==> src/rtl/fetch_queue_unit.sv <==
// Instruction-fetch front end: fetch PC, wait-state tolerant imem interface,
// DEPTH-entry {pc, inst} queue and prioritised exc / irq / redirect handling
// with kernel-mode protection on PC bit WIDTH-1.
module fetch_queue_unit #(
  parameter int unsigned      WIDTH     = 32,
  parameter int unsigned      DEPTH     = 4,
  parameter logic [WIDTH-1:0] RESET_VEC = 32'h8000_0000,
  parameter logic [WIDTH-1:0] IRQ_VEC   = 32'h8000_0004,
  parameter logic [WIDTH-1:0] EXC_VEC   = 32'h8000_0008
) (
  input  logic                     clk,
  input  logic                     reset,
  output logic [WIDTH-1:0]         imem_addr,
  input  logic [31:0]              imem_data,
  input  logic                     imem_valid,
  input  logic                     redirect,
  input  logic [WIDTH-1:0]         redirect_pc,
  input  logic                     irq,
  input  logic                     exc,
  input  logic                     deq,
  output logic                     q_valid,
  output logic [31:0]              q_inst,
  output logic [WIDTH-1:0]         q_pc,
  output logic [WIDTH-1:0]         epc,
  output logic                     kernel,
  output logic [$clog2(DEPTH):0]   count
);

  localparam int unsigned AW = $clog2(DEPTH);
  localparam int unsigned CW = AW + 1;

  typedef enum logic [1:0] {
    EV_SEQ,
    EV_REDIR,
    EV_IRQ,
    EV_EXC
  } event_e;

  logic [WIDTH-1:0] r_fpc;
  logic [WIDTH-1:0] r_epc;
  logic [AW-1:0]    r_rd_ptr;
  logic [AW-1:0]    r_wr_ptr;
  logic [CW-1:0]    r_count;
  logic [WIDTH-1:0] r_mem_pc   [DEPTH];
  logic [31:0]      r_mem_inst [DEPTH];

  logic             w_q_valid;
  logic [WIDTH-1:0] w_head_pc;
  logic [31:0]      w_head_inst;
  logic             w_kernel;
  logic             w_irq_taken;
  logic             w_full;
  logic             w_push;
  logic             w_pop;
  logic [WIDTH-1:0] w_ret_pc;
  logic [WIDTH-1:0] w_redir_pc;
  logic [WIDTH-1:0] w_fpc_inc;
  event_e           w_event;

  assign w_q_valid   = (r_count != '0);
  assign w_head_pc   = w_q_valid ? r_mem_pc[r_rd_ptr]   : '0;
  assign w_head_inst = w_q_valid ? r_mem_inst[r_rd_ptr] : '0;

  // Mode follows the oldest unexecuted instruction, else the fetch PC.
  assign w_kernel    = w_q_valid ? w_head_pc[WIDTH-1] : r_fpc[WIDTH-1];
  assign w_irq_taken = irq & ~w_kernel;
  assign w_full      = (r_count == CW'(DEPTH));

  // Return address is the oldest instruction that has not been executed.
  assign w_ret_pc    = w_q_valid ? w_head_pc : r_fpc;

  // User-mode redirects cannot raise the kernel bit; targets are word aligned.
  assign w_redir_pc  = {w_kernel & redirect_pc[WIDTH-1],
                        redirect_pc[WIDTH-2:0] & ~(WIDTH-1)'(3)};

  // Sequential increment wraps within the low WIDTH-1 bits; mode bit is held.
  assign w_fpc_inc   = {r_fpc[WIDTH-1], r_fpc[WIDTH-2:0] + (WIDTH-1)'(4)};

  // Per-cycle event priority: exc > taken irq > redirect > sequential fetch.
  always_comb begin
    w_event = EV_SEQ;
    if (exc)              w_event = EV_EXC;
    else if (w_irq_taken) w_event = EV_IRQ;
    else if (redirect)    w_event = EV_REDIR;
  end

  // A full queue may still accept a fetch when the head is popped in the same cycle.
  assign w_push = (w_event == EV_SEQ) & imem_valid & (~w_full | deq);
  assign w_pop  = (w_event == EV_SEQ) & deq & w_q_valid;

  // Fetch PC, queue pointers/occupancy and saved return address.
  always_ff @(posedge clk or negedge reset) begin
    if (!reset) begin
      r_fpc    <= RESET_VEC;
      r_epc    <= '0;
      r_rd_ptr <= '0;
      r_wr_ptr <= '0;
      r_count  <= '0;
    end else begin
      unique case (w_event)
        EV_EXC: begin
          r_fpc    <= EXC_VEC;
          r_epc    <= w_ret_pc;
          r_rd_ptr <= '0;
          r_wr_ptr <= '0;
          r_count  <= '0;
        end
        EV_IRQ: begin
          r_fpc    <= IRQ_VEC;
          r_epc    <= w_ret_pc;
          r_rd_ptr <= '0;
          r_wr_ptr <= '0;
          r_count  <= '0;
        end
        EV_REDIR: begin
          r_fpc    <= w_redir_pc;
          r_rd_ptr <= '0;
          r_wr_ptr <= '0;
          r_count  <= '0;
        end
        default: begin
          if (w_push) begin
            r_fpc    <= w_fpc_inc;
            r_wr_ptr <= r_wr_ptr + AW'(1);
          end
          if (w_pop) begin
            r_rd_ptr <= r_rd_ptr + AW'(1);
          end
          unique case ({w_push, w_pop})
            2'b10:   r_count <= r_count + CW'(1);
            2'b01:   r_count <= r_count - CW'(1);
            default: r_count <= r_count;
          endcase
        end
      endcase
    end
  end

  // Queue storage; contents are only observed through a valid head.
  always_ff @(posedge clk) begin
    if (w_push) begin
      r_mem_pc[r_wr_ptr]   <= r_fpc;
      r_mem_inst[r_wr_ptr] <= imem_data;
    end
  end

  assign imem_addr = {1'b0, r_fpc[WIDTH-2:0]};
  assign q_valid   = w_q_valid;
  assign q_pc      = w_head_pc;
  assign q_inst    = w_head_inst;
  assign epc       = r_epc;
  assign kernel    = w_kernel;
  assign count     = r_count;

endmodule

==> config.mk <==
export PLATFORM = sky130hd
export DESIGN_NAME = fetch_queue_unit
export DESIGN_NICKNAME = d
export VERILOG_FILES = /design/src/rtl/fetch_queue_unit.sv
export SDC_FILE = /design/constraint.sdc
export NUM_CORES = 1
export LEC_CHECK = 0
export BUFFER_PORTS_ARGS = -buffer_cell sky130_fd_sc_hd__buf_2
export CAP_MARGIN = 20
export CORE_UTILIZATION = 50
export CTS_CLUSTER_SIZE = 14
export DETAILED_ROUTE_END_ITERATION = 10
export GPL_ROUTABILITY_DRIVEN = 0
export PLACE_DENSITY_LB_ADDON = 0.25
export SLEW_MARGIN = 0
export SYNTH_ARGS = -nofsm -noshare
export SYNTH_HDL_FRONTEND = slang
export SYNTH_SLANG_ARGS = --single-unit
==> constraint.sdc <==
create_clock -name clk -period 9 [get_ports clk]
set_clock_uncertainty 0.2 [all_clocks]
set_input_delay 0 -clock clk [delete_from_list [all_inputs] [get_ports clk]]
set_output_delay 0 -clock clk [all_outputs]
set_load 0.1 [all_outputs]
==> results.md <==
Worst setup path:
- In this run the critical register-to-register path is launched from r_rd_ptr[1].
- The worst setup path category is reg -> reg.
- The highest cell delay on the worst timing path is 1.10 ns.
- In this run the worst setup path begins at r_rd_ptr[1].
- For this design, the slowest cell found on the critical path is dfrtp_4.
- At the worst endpoint, the required time is slightly below 9 ns.
- STA classifies the critical path startpoint as a flip-flop.
- The type of element capturing the critical path is a flip-flop.
- Along the worst path, the maximum fanout reaches between 60 and 70.
- Walking the worst path, the cells encountered are mux4_2, o221ai_4, nor2_1, and3_4.
- STA puts the critical path data arrival time at 4.05 ns.

Timing:
- For the finished layout, the period the worst path requires is 4.13 ns.
- Setup repair after global routing left no endpoint under its margin.
- On the final layout, the worst hold slack is -0.0339 ns.
- Setup violations remaining at the end of the flow were counted as 0.
- The total count of max-transition violations in the final report was 0.
- The hold violation count in the final report came to 15.
- For the pin with the worst max-slew slack, the measured transition is 1.16 ns.
- The worst slew margin relative to its limit is 21.9%.
- In the finished design, the share of the clock period the worst path needs comes to 45.9%.
- After routing, the total negative slack on setup checks comes to 0 ns.
- Based on the critical path, the design can be clocked at up to 0.242 GHz.
- Setup slack on the critical path of the routed design comes to 4.87 ns.

Synthesis:
- The share of async-settable or async-resettable flops after synthesis is 21.3%.
- For this run, the leading register cell type out of synthesis is edfxtp_1.
- The average instance area after synthesis is 16.0 um^2.
- The count of different cell masters after synthesis is 60.
- The synthesized design contains 315 register bits.
- The number of synthesized flops with an enable pin is 248.
- The instance count of the mapped netlist is 833.
- The share of the Yosys chip area taken by registers is 68.4%.
- For this run, the number of Yosys warnings is 0.
- The synthesized netlist occupies a cell area of 13300 um^2.

Global route:
- The initial antenna violation count is 0.
- The global-route met2 utilization is between 30% and 40%.
- Global routing consumed, on the met1 layer, 30.7% of the routing resources.
- Entering global routing, the biggest net connects 71 pins.
- The busiest metal layer after global routing is met2.
- The via count of the first global-routing pass is 7847.
- The global-route wire length before repair is between 40000 and 50000 um.
- For this run the aggregate overflow at the end of global routing stands at 0.
- The overall track demand over capacity in global routing is 22.2%.
- For this run, global-route usage on met3 was measured as 3.82%.

Power and ir drop:
- For this design the ratio of total power to cell area is ~220 nW/um^2.
- Across the VDD grid, the largest voltage drop is 122 uV.
- The switching power is 1.07 mW.
- The overall power consumption is 3.68 mW.
- Of the total power, the share spent switching nets is just under 30%.
- The fraction of power consumed by sequential logic is about 45%.
- Per report_power, the combinational group accounts for 16.5% of the total.
- The internal cell power is 2.62 mW.
- Summed over all cells, the static leakage comes to 6.14 nW.
- Of the total power, the clock network draws 38.5%.

Clocking:
- The H-tree level count is 2.
- For this design, the sink count on the clock tree is around 320.
- CTS placed an instance of clkbuf_16 at the clock tree root.
- The clock tree from TritonCTS is yes.
- The clock input transition at the sequential cells of the worst setup and hold paths is 0.05 ns.
- The total CTS buffers is 34.
- The longest clock path from root to sink contains 3 buffers.
- The insertion delay to the later sink of the worst-skew pair is 0.50 ns.

Floorplanning:
- The initial cell density of the core is between 50 and 60%.
- For this design the top-level I/O count stands at ~200.
- In this run the core area contains 59 standard-cell rows.
- The full die area is 27300 um^2.
- In this run the horizontal extent of the chip is 165 um.
- The core area is 26100 um^2.
- In this run the vertical extent of the chip is approximately 170 um.

Routing:
- The average via count per standard cell is 5.54.
- In the final routed layout, each cell accounts on average for 20.5 um.
- The number of nets still failing antenna checks after routing is 0.
- The number of violations reported at the end of detailed-routing iteration 0 is 629.
- The length of the first detailed-routing pass in iterations is 8.
- The final routed wirelength across all metal layers is approximately 30000 um.
- The total vias in the final route is roughly 8k.
- In the routed design, unresolved DRC markers number 26.

Status:
- The checks that failed: design-rule violations, negative hold slack.
- The run finished, with violations left.

Final layout:
- The number of diodes is 0.
- The final cell utilization of the core is roughly 63%.
- In the final layout, the share of cells above drive strength 1 is 30.4%.
- The library cells used most frequently in the layout, excluding fill and tap cells, are 248 x edfxtp_1, 193 x buf_2, 86 x dlygate4sd3_1.
- The number of nets in the final layout is 1159.
- The filler cell count is around 1.9k.
- The layout overhead on the synthesized area is 22.9%.
- The most common library cell in the layout ignoring fill and taps is edfxtp_1.

Placement:
- Detailed placement ended at an HPWL of around 16000 um.
- Input and output buffers added on the ports amount to 194.
- The worst slack at placement is just under 5 ns.

Job:
- Max-cap violations in this run came to 0.

Hold path:
- In this run the worst hold path is classified as in -> async.
[cells in the mapped netlist (all sizes together), types with 5 or more instances]
cell	number	area, um^2
xnor2	15	139
a21oi	41	205
o21ai	36	180
nand2b	7	43.8
nand3	14	75.1
edfxtp	248	7450
inv	6	22.5
clkbuf	23	86.3
nor3	11	85.1
o211a	6	60.1
mux2i	9	90.1
and2	69	432
nor4	5	50.1
ha	5	62.6
and3	9	56.3
nand2	46	173
mux4	62	1400
nand4	17	106
buf	57	392
xor2	7	61.3
dfrtp	66	1650
nor2	32	123
[through the flow]
stage	cells	area [um^2]
final	1442	16400
after global routing	1442	16400
after CTS	1440	16400
after detailed placement	1293	14300
after global placement	1293	14300
after floorplan	839	13400
[per-layer routing]
| metal | part of all wire [%] | up-vias |
|---|---|---|
| met5 | 0 | - |
| met4 | 2.0 | 0 |
| met3 | 5.4 | 43 |
| met2 | 49 | 243 |
| met1 | 43 | 4030 |
| li1 | - | 3670 |
[worst max-delay path, delay by kind of cell, from the launching register on]
family	cells	cell delay, ns
AO/OA/AOI/OAI	1	0.32
flip-flops	1	1.10
multiplexers	1	0.45
AND/OR/NAND/NOR	2	1.58
[cell families after synthesis]
family / after synthesis / share of synthesized area [%]
flops: 315 / 68.4
simple gates: 216 / 8.95
compound gates: 115 / 5.54
buf+inv: 87 / 3.78
mux: 71 / 11.1
xor+xnor: 22 / 1.50
fa+ha+maj: 6 / 0.619
other cells: 1 / 0.0281
[power by group through the flow]
| stage | logic, mW | registers (mW) | clock network (mW) |
|---|---|---|---|
| 2_1_floorplan | 0.336 | 1.82 | 0 |
| 3_3_place_gp | 0.571 | 1.69 | 0 |
| 3_5_place_dp | 0.575 | 1.69 | 0 |
| 4_1_cts | 0.608 | 1.66 | 1.45 |
| 5_1_grt | 0.635 | 1.67 | 1.50 |
| 6_report | 0.606 | 1.66 | 1.42 |
[path summary, 6_finish.rpt]
check                                         end  slack (ns)  cells after the start
worst min-delay path                      epc[30]       -0.03                      2
max in group asynchronous             r_rd_ptr[0]        7.83                      2
worst min register to register            epc[18]        0.27                      2
worst max register to register    r_mem_pc[3][31]        4.87                      4
min in group clk                r_mem_inst[3][14]        0.05                      2
worst max-delay path              r_mem_pc[3][31]        4.87                      4
[timing repair]
| item | 4_1_cts | 5_1_grt |
|---|---|---|
| resized for setup | 0 | 0 |
| buffers inserted | 0 | 0 |
| hold buffers | 86 | 0 |
| hold endpoints to repair | 232 | 0 |
[state kept, by name, summed over array words and instances, names as in the netlist]
name and flops:
r_wr_ptr 2, count 3, r_rd_ptr 2, epc 30, r_mem_inst 128, r_mem_pc 120
r_fpc 30
[cell type report]
| class | count | area, um^2 | area share [%] |
|---|---|---|---|
| inverters | 7 | 26.3 | 0.160 |
| well taps | 335 | 419 | 2.56 |
| repair buffers | 287 | 1910 | 11.6 |
| multi-input cells | 437 | 3750 | 22.9 |
| flip-flops and latches | 315 | 9130 | 55.7 |
| clock buffers | 51 | 1030 | 6.28 |
| clock inverters | 10 | 124 | 0.756 |
(Power assumes the default switching activity.)
